$ cat config.mk
export PLATFORM = sky130hd
export DESIGN_NAME = dcache_line_engine_flat
export DESIGN_NICKNAME = d
export VERILOG_FILES = /design/src/rtl/dcache_line_engine_pkg.sv /design/src/rtl/dcache_line_engine_ifc.sv /design/src/rtl/dcache_line_engine_wb_hold_reg.sv /design/src/rtl/dcache_line_engine.sv /design/src/flat_wrapper.sv
export SDC_FILE = /design/constraint.sdc
export NUM_CORES = 1
export LEC_CHECK = 0
export ABC_CLOCK_PERIOD_IN_PS = 6350
export BUFFER_PORTS_ARGS = -buffer_cell sky130_fd_sc_hd__buf_2
export CORE_ASPECT_RATIO = 1.75
export CORE_MARGIN = 2
export CORE_UTILIZATION = 35
export CTS_BUF_LIST = sky130_fd_sc_hd__clkbuf_8
export CTS_CLUSTER_DIAMETER = 40
export DETAILED_ROUTE_END_ITERATION = 10
export GPL_TIMING_DRIVEN = 1
export SETUP_SLACK_MARGIN = 0.5
export SYNTH_ARGS = -nofsm -noshare
export SYNTH_HDL_FRONTEND = slang
export SYNTH_HIERARCHICAL = 1
export SYNTH_SLANG_ARGS = --single-unit
$ cat constraint.sdc
create_clock -name clk -period 6.35 [get_ports clk]
set_input_delay 0.635 -clock clk [delete_from_list [all_inputs] [get_ports clk]]
set_output_delay 0.635 -clock clk [all_outputs]
set_load 0.01 [all_outputs]
$ cat src/rtl/dcache_line_engine_pkg.sv
// Shared types and sizing helpers for the D-cache line engine.
// ADDR_WIDTH/DATA_WIDTH match the values of the shared CPU configuration macros.
package dcache_line_engine_pkg;

    localparam int ADDR_WIDTH     = 32;
    localparam int DATA_WIDTH     = 32;
    localparam int LINE_WORDS_DEF = 4;

    typedef enum logic [2:0] {
        IDLE,
        WB_PUSH,
        WB_GO,
        WB_WAIT,
        RD_GO,
        RD_STREAM,
        FINISH
    } state_t;

    function automatic int line_bytes(input int line_words);
        return line_words * 4;
    endfunction

    function automatic int idx_w(input int line_words);
        return $clog2(line_words);
    endfunction

endpackage

$ cat src/rtl/dcache_line_engine_ifc.sv
// Burst write / burst read request interfaces toward the SDRAM model/controller.
interface mem_write_ifc;
    import dcache_line_engine_pkg::*;

    logic                  control_go;
    logic [ADDR_WIDTH-1:0] control_base;
    logic [ADDR_WIDTH-1:0] control_length;
    logic                  control_done;
    logic                  user_we;
    logic [DATA_WIDTH-1:0] user_data;
    logic                  user_full;

    modport request (
        output control_go, control_base, control_length, user_we, user_data,
        input  control_done, user_full
    );
    modport responder (
        input  control_go, control_base, control_length, user_we, user_data,
        output control_done, user_full
    );
endinterface

interface mem_read_ifc;
    import dcache_line_engine_pkg::*;

    logic                  control_go;
    logic [ADDR_WIDTH-1:0] control_base;
    logic [ADDR_WIDTH-1:0] control_length;
    logic                  control_done;
    logic                  user_re;
    logic [DATA_WIDTH-1:0] user_data;
    logic                  user_available;

    modport request (
        output control_go, control_base, control_length, user_re,
        input  control_done, user_data, user_available
    );
    modport responder (
        input  control_go, control_base, control_length, user_re,
        output control_done, user_data, user_available
    );
endinterface

$ cat src/rtl/dcache_line_engine_wb_hold_reg.sv
// One-entry holding register between the array read port and the write FIFO.
// Accepts a new word whenever it is empty or its current word leaves this cycle.
module wb_hold_reg #(
    parameter int W = 32
) (
    input  logic         clk,
    input  logic         rst_n,
    input  logic         in_valid,
    output logic         in_ready,
    input  logic [W-1:0] in_data,
    output logic         out_valid,
    input  logic         out_ready,
    output logic [W-1:0] out_data
);

    logic         valid;
    logic [W-1:0] data;

    assign in_ready  = !valid || out_ready;
    assign out_valid = valid;
    assign out_data  = data;

    always_ff @(posedge clk or negedge rst_n) begin
        if (!rst_n) begin
            valid <= 1'b0;
        end else if (in_ready) begin
            valid <= in_valid;
        end
    end

    always_ff @(posedge clk) begin
        if (in_valid && in_ready) begin
            data <= in_data;
        end
    end

endmodule

$ cat src/rtl/dcache_line_engine.sv
// Line-miss engine: optional victim writeback burst followed by optional refill burst,
// streaming words between the cache data array and the SDRAM FIFOs.
module dcache_line_engine
    import dcache_line_engine_pkg::*;
#(
    parameter int LINE_WORDS = LINE_WORDS_DEF
) (
    input  logic                          clk,
    input  logic                          rst_n,
    input  logic                          req_valid,
    output logic                          req_ready,
    input  logic                          req_wb,
    input  logic                          req_fill,
    input  logic [ADDR_WIDTH-1:0]         req_wb_addr,
    input  logic [ADDR_WIDTH-1:0]         req_fill_addr,
    output logic [$clog2(LINE_WORDS)-1:0] wb_rd_index,
    input  logic [DATA_WIDTH-1:0]         wb_rd_data,
    output logic                          fill_we,
    output logic [$clog2(LINE_WORDS)-1:0] fill_index,
    output logic [DATA_WIDTH-1:0]         fill_data,
    output logic                          done,
    mem_write_ifc.request                 mem_write,
    mem_read_ifc.request                  mem_read
);

    localparam int IDX_W = idx_w(LINE_WORDS);
    localparam int CNT_W = IDX_W + 1;
    localparam logic [CNT_W-1:0]      FULL_CNT   = CNT_W'(LINE_WORDS);
    localparam logic [ADDR_WIDTH-1:0] LINE_LEN   = ADDR_WIDTH'(line_bytes(LINE_WORDS));
    localparam logic [ADDR_WIDTH-1:0] ALIGN_MASK = ~(ADDR_WIDTH'(line_bytes(LINE_WORDS) - 1));

    state_t state, state_next;

    logic                  do_fill;
    logic [ADDR_WIDTH-1:0] wb_addr, fill_addr;
    logic [ADDR_WIDTH-1:0] wb_addr_next, fill_addr_next;
    logic                  accept;

    logic                  rd_vld;
    logic [CNT_W-1:0]      acc_cnt, push_cnt, fill_cnt;
    logic [CNT_W-1:0]      idx_full, push_total, fill_total;
    logic                  hold_in_ready, hold_valid;
    logic [DATA_WIDTH-1:0] hold_data;
    logic                  rd_accept, push, rd_take;
    logic                  after_go;

    logic                  wgo, rgo;
    logic [ADDR_WIDTH-1:0] wbase, wlen, rbase, rlen;

    assign accept         = (state == IDLE) && req_valid;
    assign wb_addr_next   = accept ? (req_wb_addr & ALIGN_MASK) : wb_addr;
    assign fill_addr_next = accept ? (req_fill_addr & ALIGN_MASK) : fill_addr;

    // The index advances only when the word now arriving from the array is
    // taken; otherwise the same index is re-presented so the word comes back.
    assign rd_accept  = rd_vld && hold_in_ready;
    assign idx_full   = acc_cnt + CNT_W'(rd_accept);
    assign push       = hold_valid && !mem_write.user_full;
    assign push_total = push_cnt + CNT_W'(push);
    assign rd_take    = (state == RD_STREAM) && mem_read.user_available && (fill_cnt != FULL_CNT);
    assign fill_total = fill_cnt + CNT_W'(rd_take);

    wb_hold_reg #(.W(DATA_WIDTH)) u_hold (
        .clk       (clk),
        .rst_n     (rst_n),
        .in_valid  (rd_vld),
        .in_ready  (hold_in_ready),
        .in_data   (wb_rd_data),
        .out_valid (hold_valid),
        .out_ready (!mem_write.user_full),
        .out_data  (hold_data)
    );

    always_comb begin
        state_next = state;
        case (state)
            IDLE: begin
                if (req_valid) begin
                    if (req_wb)        state_next = WB_PUSH;
                    else if (req_fill) state_next = RD_GO;
                    else               state_next = FINISH;
                end
            end
            WB_PUSH:   if (push_total == FULL_CNT) state_next = WB_GO;
            WB_GO:     state_next = WB_WAIT;
            // control_done right after go still reflects the previous burst
            WB_WAIT:   if (!after_go && mem_write.control_done) state_next = do_fill ? RD_GO : FINISH;
            RD_GO:     state_next = RD_STREAM;
            RD_STREAM: if (!after_go && mem_read.control_done && (fill_total == FULL_CNT)) state_next = FINISH;
            FINISH:    state_next = IDLE;
            default:   state_next = IDLE;
        endcase
    end

    always_ff @(posedge clk or negedge rst_n) begin
        if (!rst_n) begin
            state    <= IDLE;
            do_fill  <= 1'b0;
            rd_vld   <= 1'b0;
            acc_cnt  <= '0;
            push_cnt <= '0;
            fill_cnt <= '0;
            after_go <= 1'b0;
            wgo      <= 1'b0;
            rgo      <= 1'b0;
            wbase    <= '0;
            wlen     <= '0;
            rbase    <= '0;
            rlen     <= '0;
        end else begin
            state    <= state_next;
            if (accept) do_fill <= req_fill;
            if (state == IDLE)         rd_vld <= accept && req_wb;
            else if (state == WB_PUSH) rd_vld <= (idx_full != FULL_CNT);
            else                       rd_vld <= 1'b0;
            acc_cnt  <= (state == WB_PUSH)   ? idx_full   : '0;
            push_cnt <= (state == WB_PUSH)   ? push_total : '0;
            fill_cnt <= (state == RD_STREAM) ? fill_total : '0;
            after_go <= (state == WB_GO) || (state == RD_GO);
            wgo      <= (state_next == WB_GO);
            rgo      <= (state_next == RD_GO);
            wbase    <= (state_next == WB_GO || state_next == WB_WAIT)   ? wb_addr        : '0;
            wlen     <= (state_next == WB_GO || state_next == WB_WAIT)   ? LINE_LEN       : '0;
            rbase    <= (state_next == RD_GO || state_next == RD_STREAM) ? fill_addr_next : '0;
            rlen     <= (state_next == RD_GO || state_next == RD_STREAM) ? LINE_LEN       : '0;
        end
    end

    always_ff @(posedge clk) begin
        wb_addr   <= wb_addr_next;
        fill_addr <= fill_addr_next;
    end

    assign req_ready   = (state == IDLE);
    assign done        = (state == FINISH);
    assign wb_rd_index = (state == WB_PUSH) ? idx_full[IDX_W-1:0] : '0;

    assign mem_write.control_go     = wgo;
    assign mem_write.control_base   = wbase;
    assign mem_write.control_length = wlen;
    assign mem_write.user_we        = push;
    assign mem_write.user_data      = hold_data;

    assign mem_read.control_go     = rgo;
    assign mem_read.control_base   = rbase;
    assign mem_read.control_length = rlen;
    assign mem_read.user_re        = rd_take;

    assign fill_we    = rd_take;
    assign fill_index = fill_cnt[IDX_W-1:0];
    assign fill_data  = mem_read.user_data;

endmodule

$ cat src/flat_wrapper.sv
// flat-port wrapper written by rule: the top's interface ports become plain ports
module dcache_line_engine_flat import dcache_line_engine_pkg::*;
#(
    parameter int LINE_WORDS = LINE_WORDS_DEF
)
  (clk, rst_n, req_valid, req_ready, req_wb, req_fill, req_wb_addr, req_fill_addr, wb_rd_index, wb_rd_data, fill_we, fill_index, fill_data, done, mem_write_control_go, mem_write_control_base, mem_write_control_length, mem_write_user_we, mem_write_user_data, mem_write_control_done, mem_write_user_full, mem_read_control_go, mem_read_control_base, mem_read_control_length, mem_read_user_re, mem_read_control_done, mem_read_user_data, mem_read_user_available);
  mem_write_ifc mem_write_i ();
  mem_read_ifc mem_read_i ();
  input  logic clk;
  input  logic rst_n;
  input  logic req_valid;
  output logic req_ready;
  input  logic req_wb;
  input  logic req_fill;
  input  logic [ADDR_WIDTH-1:0] req_wb_addr;
  input  logic [ADDR_WIDTH-1:0] req_fill_addr;
  output logic [$clog2(LINE_WORDS)-1:0] wb_rd_index;
  input  logic [DATA_WIDTH-1:0] wb_rd_data;
  output logic fill_we;
  output logic [$clog2(LINE_WORDS)-1:0] fill_index;
  output logic [DATA_WIDTH-1:0] fill_data;
  output logic done;
  output wire logic [$bits(mem_write_i.control_go)-1:0] mem_write_control_go;
  output wire logic [$bits(mem_write_i.control_base)-1:0] mem_write_control_base;
  output wire logic [$bits(mem_write_i.control_length)-1:0] mem_write_control_length;
  output wire logic [$bits(mem_write_i.user_we)-1:0] mem_write_user_we;
  output wire logic [$bits(mem_write_i.user_data)-1:0] mem_write_user_data;
  input wire logic [$bits(mem_write_i.control_done)-1:0] mem_write_control_done;
  input wire logic [$bits(mem_write_i.user_full)-1:0] mem_write_user_full;
  output wire logic [$bits(mem_read_i.control_go)-1:0] mem_read_control_go;
  output wire logic [$bits(mem_read_i.control_base)-1:0] mem_read_control_base;
  output wire logic [$bits(mem_read_i.control_length)-1:0] mem_read_control_length;
  output wire logic [$bits(mem_read_i.user_re)-1:0] mem_read_user_re;
  input wire logic [$bits(mem_read_i.control_done)-1:0] mem_read_control_done;
  input wire logic [$bits(mem_read_i.user_data)-1:0] mem_read_user_data;
  input wire logic [$bits(mem_read_i.user_available)-1:0] mem_read_user_available;
  assign mem_write_control_go = mem_write_i.control_go;
  assign mem_write_control_base = mem_write_i.control_base;
  assign mem_write_control_length = mem_write_i.control_length;
  assign mem_write_user_we = mem_write_i.user_we;
  assign mem_write_user_data = mem_write_i.user_data;
  assign mem_write_i.control_done = mem_write_control_done;
  assign mem_write_i.user_full = mem_write_user_full;
  assign mem_read_control_go = mem_read_i.control_go;
  assign mem_read_control_base = mem_read_i.control_base;
  assign mem_read_control_length = mem_read_i.control_length;
  assign mem_read_user_re = mem_read_i.user_re;
  assign mem_read_i.control_done = mem_read_control_done;
  assign mem_read_i.user_data = mem_read_user_data;
  assign mem_read_i.user_available = mem_read_user_available;
  dcache_line_engine #(.LINE_WORDS(LINE_WORDS)) u_core (.clk(clk), .rst_n(rst_n), .req_valid(req_valid), .req_ready(req_ready), .req_wb(req_wb), .req_fill(req_fill), .req_wb_addr(req_wb_addr), .req_fill_addr(req_fill_addr), .wb_rd_index(wb_rd_index), .wb_rd_data(wb_rd_data), .fill_we(fill_we), .fill_index(fill_index), .fill_data(fill_data), .done(done), .mem_write(mem_write_i), .mem_read(mem_read_i));
endmodule
==> key figures <==
Run status
  – Status: complete, no violations

Floorplan
  – Row count: 65
  – Die H: approximately 180 um
  – Die ar.: 19,600 sq um
  – Core Area: 18,100 sq um
  – Top Ports: 340
  – Die width: approximately 110 um
  – Effective utilization at floorplan: 35.8%

Global routing
  – Vias in the first global route: about 3,800
  – Global-route wire length before repair: ~20,000 um
  – Initial antenna violation count: 7
  – Final global-route overflow total: 0
  – Largest net degree at the start of global routing: 81
  – GRT Util Overall: ~14%

Route
  – Total routed wirelength: 13,600 um
  – Initial drt markers: around 130
  – WL/cell: ~16 um
  – Routed vias/inst: between 4 and 5
  – First-pass DRT Iterations: 4
  – Via count: ~3,700
  – Drt drc: 0
  – Antenna viol nets, final: 0

Logic synthesis
  – Synth area leader: dfrtp_1
  – Synth Instances: 442
  – Mean Syn Cell Area: ~15 sq um
  – Post-Syn Area: around 6500 sq um
  – YS warnings: 6
  – Post-synth top area share: between 30% and 40%
  – Top post-synthesis cells by area: dfrtp_1 31%, edfxtp_1 28%, buf_4 12%, dfxtp_1 9.9%, mux2_2 5.1%
  – Fraction of the yosys area taken by sequential cells: 68.8%
  – Flops & latches, synth: between 150 and 200
  – Synth cell types: 39

Clock tree
  – CTS clock-pin slew for the worst setup and hold paths: 0.09 ns
  – H-tree Lvls: 4
  – Hold_buf cts: 0
  – CTS max path bufs: 2
  – # resized after CTS: 0
  – Clock sink count: 172
  – CTS root buf: clkbuf_8
  – Num CTS Buffers: 17
  – Worst-Skew Late Latency: approximately 0.45 ns
  – Post-CTS setup buffers: 0
  – CTS tree: built

Setup path
  – Crit-path slowest cell: dfrtp_1
  – Crit-path max FO: 34
  – R2R depth: 9
  – CP cell instances: and3b_1, o311a_1, ha_1, ha_1, or4b_1, or3b_1, nand3_1, buf_4, nor2b_1
  – Critical path arrival: between 3 and 4 ns
  – Crit path launch type: flop
  – Critical path capture point type: flop
  – R2R Path Start: u_core/state[0]
  – Crit path required time: 6.67 ns
  – R2R setup slack: 3.19 ns
  – CP dominant cell by count: ha_1
  – Crit Path Class: reg2reg
  – Critical Path Max Stage Delay: roughly 0.54 ns
  – Reg2reg end: u_core/mem_read.control_base[26]

Cells and area
  – Seq. cell area: 4440 sq um
  – Finished Cell Area: roughly 7600 sq um
  – Most common cell after layout, fill and taps aside: buf_2
  – Multi-input logic area: approximately 1400 sq um
  – Nets: 760
  – Most frequent cells in the layout: 200 x buf_2, 80 x dfrtp_1, 66 x conb_1
  – Share of post-route cells with drive strength above 1: about 42%
  – Layout overhead on the synthesized area: 18.2%
  – Fillers: ~1,700

Timing
  – Unrepaired setup endpoints after global routing: no
  – Endpoints failing setup: 0
  – Final hold viol count: 0
  – Slew @ Worst Pin: 1.08 ns
  – Max transition margin: between 20% and 30%
  – Hold_ws: ~0.35 ns
  – Fmax: approximately 0.32 GHz
  – Fin Setup TNS: 0 ns
  – Crit path time final: 3.16 ns
  – Final Max Tran Viols: 0
  – Clk_skew: between 0.009 and 0.01 ns
  – Crit share post-route: 49.7%

Run
  – Max cap viols: 0

Placement
  – HPWL Detailed: ~10,000 um
  – Port-buffer cells: ~200
  – Placed Instance Area: slightly above 7000 sq um
  – Placer Congestion: about 0.77

Power and ir drop
  – PwrDens: 386 nW/um^2
  – Leakage: ~3.7 nW
  – Maximum VDD drop: ~0.00022 V

Hold path
  – Worst Hold Class: in2async
per-stage QoR:
stage | power (mW) | std cells | setup WS (ns) | util, %
2_1_floorplan | 1.98 | 507 | 3.40 | -
4_1_cts | 3.00 | 864 | 3.15 | 42.3
3_3_place_gp | 2.16 | 832 | 3.24 | 40.0
3_5_place_dp | 2.20 | 832 | 3.18 | 40.0
5_1_grt | 3.13 | 866 | 2.92 | 42.3
6_report | 2.95 | 867 | 3.19 | 42.3
how the worst max path moves through the flow:
| stage | slack, ns | end | cells past startpoint | from |
|---|---|---|---|---|
| global route | 2.92 | u_core/mem_read.control_base[16] | 9 | u_core/state[0] |
| global placement | 3.24 | u_core/mem_read.control_base[28] | 9 | u_core/state[0] |
| CTS | 3.15 | u_core/mem_read.control_go | 9 | u_core/state[1] |
| floorplan | 3.40 | u_core/mem_write.control_base[12] | 11 | u_core/state[2] |
| finish | 3.19 | u_core/mem_read.control_base[26] | 9 | u_core/state[0] |
| detailed placement | 3.18 | u_core/mem_read.control_go | 9 | u_core/state[1] |
cells in the mapped netlist:
cell / instances
buf_4: 102
dfrtp_1: 80
edfxtp_1: 60
nor2b_1: 39
and2_1: 35
dfxtp_1: 32
mux2_2: 29
buf_2: 8
ha_1: 6
inv_1: 5
nor2_1: 4
clkbuf_1: 3
nand2b_1: 3
xnor2_1: 3
a21oi_1: 2
and3b_1: 2
nand3_1: 2
nor3_1: 2
nor3b_1: 2
o21ai_0: 2
or3b_1: 2
or4b_1: 2
a211o_1: 1
a22oi_1: 1
a31oi_2: 1
and2_4: 1
and4b_1: 1
buf_6: 1
conb_1: 1
nand2_1: 1
nand2b_4: 1
nand3b_1: 1
nand4_1: 1
nand4b_1: 1
nor4b_1: 1
o211ai_1: 1
o311a_1: 1
o31ai_1: 1
or4_4: 1
layout make-up:
| type | instances | share of cell area [%] |
|---|---|---|
| Antenna cell | 3 | 0.0983 |
| Inverter | 5 | 0.246 |
| Sequential cell | 172 | 58.2 |
| Tap cell | 234 | 3.83 |
| Timing Repair Buffer | 205 | 13.6 |
| Clock buffer | 17 | 3.06 |
| Clock inverter | 15 | 2.38 |
| Multi-Input combinational cell | 216 | 18.6 |
registers in the layout, summed over array words and instances, names as in the netlist:
| signal | flops |
|---|---|
| u_core/fill_addr | 32 |
| u_core/mem_read.control_base | 32 |
| u_core/u_hold/out_data | 32 |
| u_core/mem_write.control_base | 28 |
| u_core/wb_addr | 28 |
| u_core/acc_cnt | 3 |
| u_core/fill_cnt | 3 |
| u_core/push_cnt | 3 |
| u_core/state | 3 |
| u_core/after_go | 1 |
| u_core/do_fill | 1 |
| u_core/mem_read.control_go | 1 |
| u_core/mem_read.control_length | 1 |
| u_core/mem_write.control_go | 1 |
| u_core/mem_write.control_length | 1 |
| u_core/rd_vld | 1 |
| u_core/u_hold/out_valid | 1 |
metal layers:
layer	up-vias	part of all wire [%]	GRT usage, %	routed length, um
li1	1652	-	-	-
met1	1751	32	13.4	4430
met2	189	52	25.0	7150
met3	66	9.5	6.63	1300
met4	8	5.3	9.56	717
met5	-	0.35	0	48
worst max-delay path: cells and delay by family (launching register included):
| kind | cells | cell delay [ns] |
|---|---|---|
| adders and majority gates | 2 | 0.39 |
| buffers and inverters | 1 | 0.36 |
| and+or+nand+nor | 5 | 1.47 |
| DFF | 1 | 0.54 |
| AOI/OAI and AO/OA | 1 | 0.23 |
kinds of logic (layout without fill, tap and decap cells):
kind of cell | count (synthesis) | in the layout | synth area share, %
other | 1 | 69 | 0.0580
adders and majority gates | 6 | 6 | 1.16
AOI/OAI and AO/OA | 10 | 10 | 1.14
buffers and inverters | 119 | 242 | 13.1
muxes | 29 | 29 | 5.05
DFF | 172 | 172 | 68.8
and+or+nand+nor | 102 | 102 | 10.3
xor gates and xnor gates | 3 | 3 | 0.407
power by group:
group          total (mW)  switching (mW)  internal (mW)
registers            1.50          0.0824           1.42
clock network       0.794           0.371          0.423
logic               0.655           0.366          0.289
total                2.95           0.820           2.13
No activity file was read; power rests on OpenSTA's default activity.
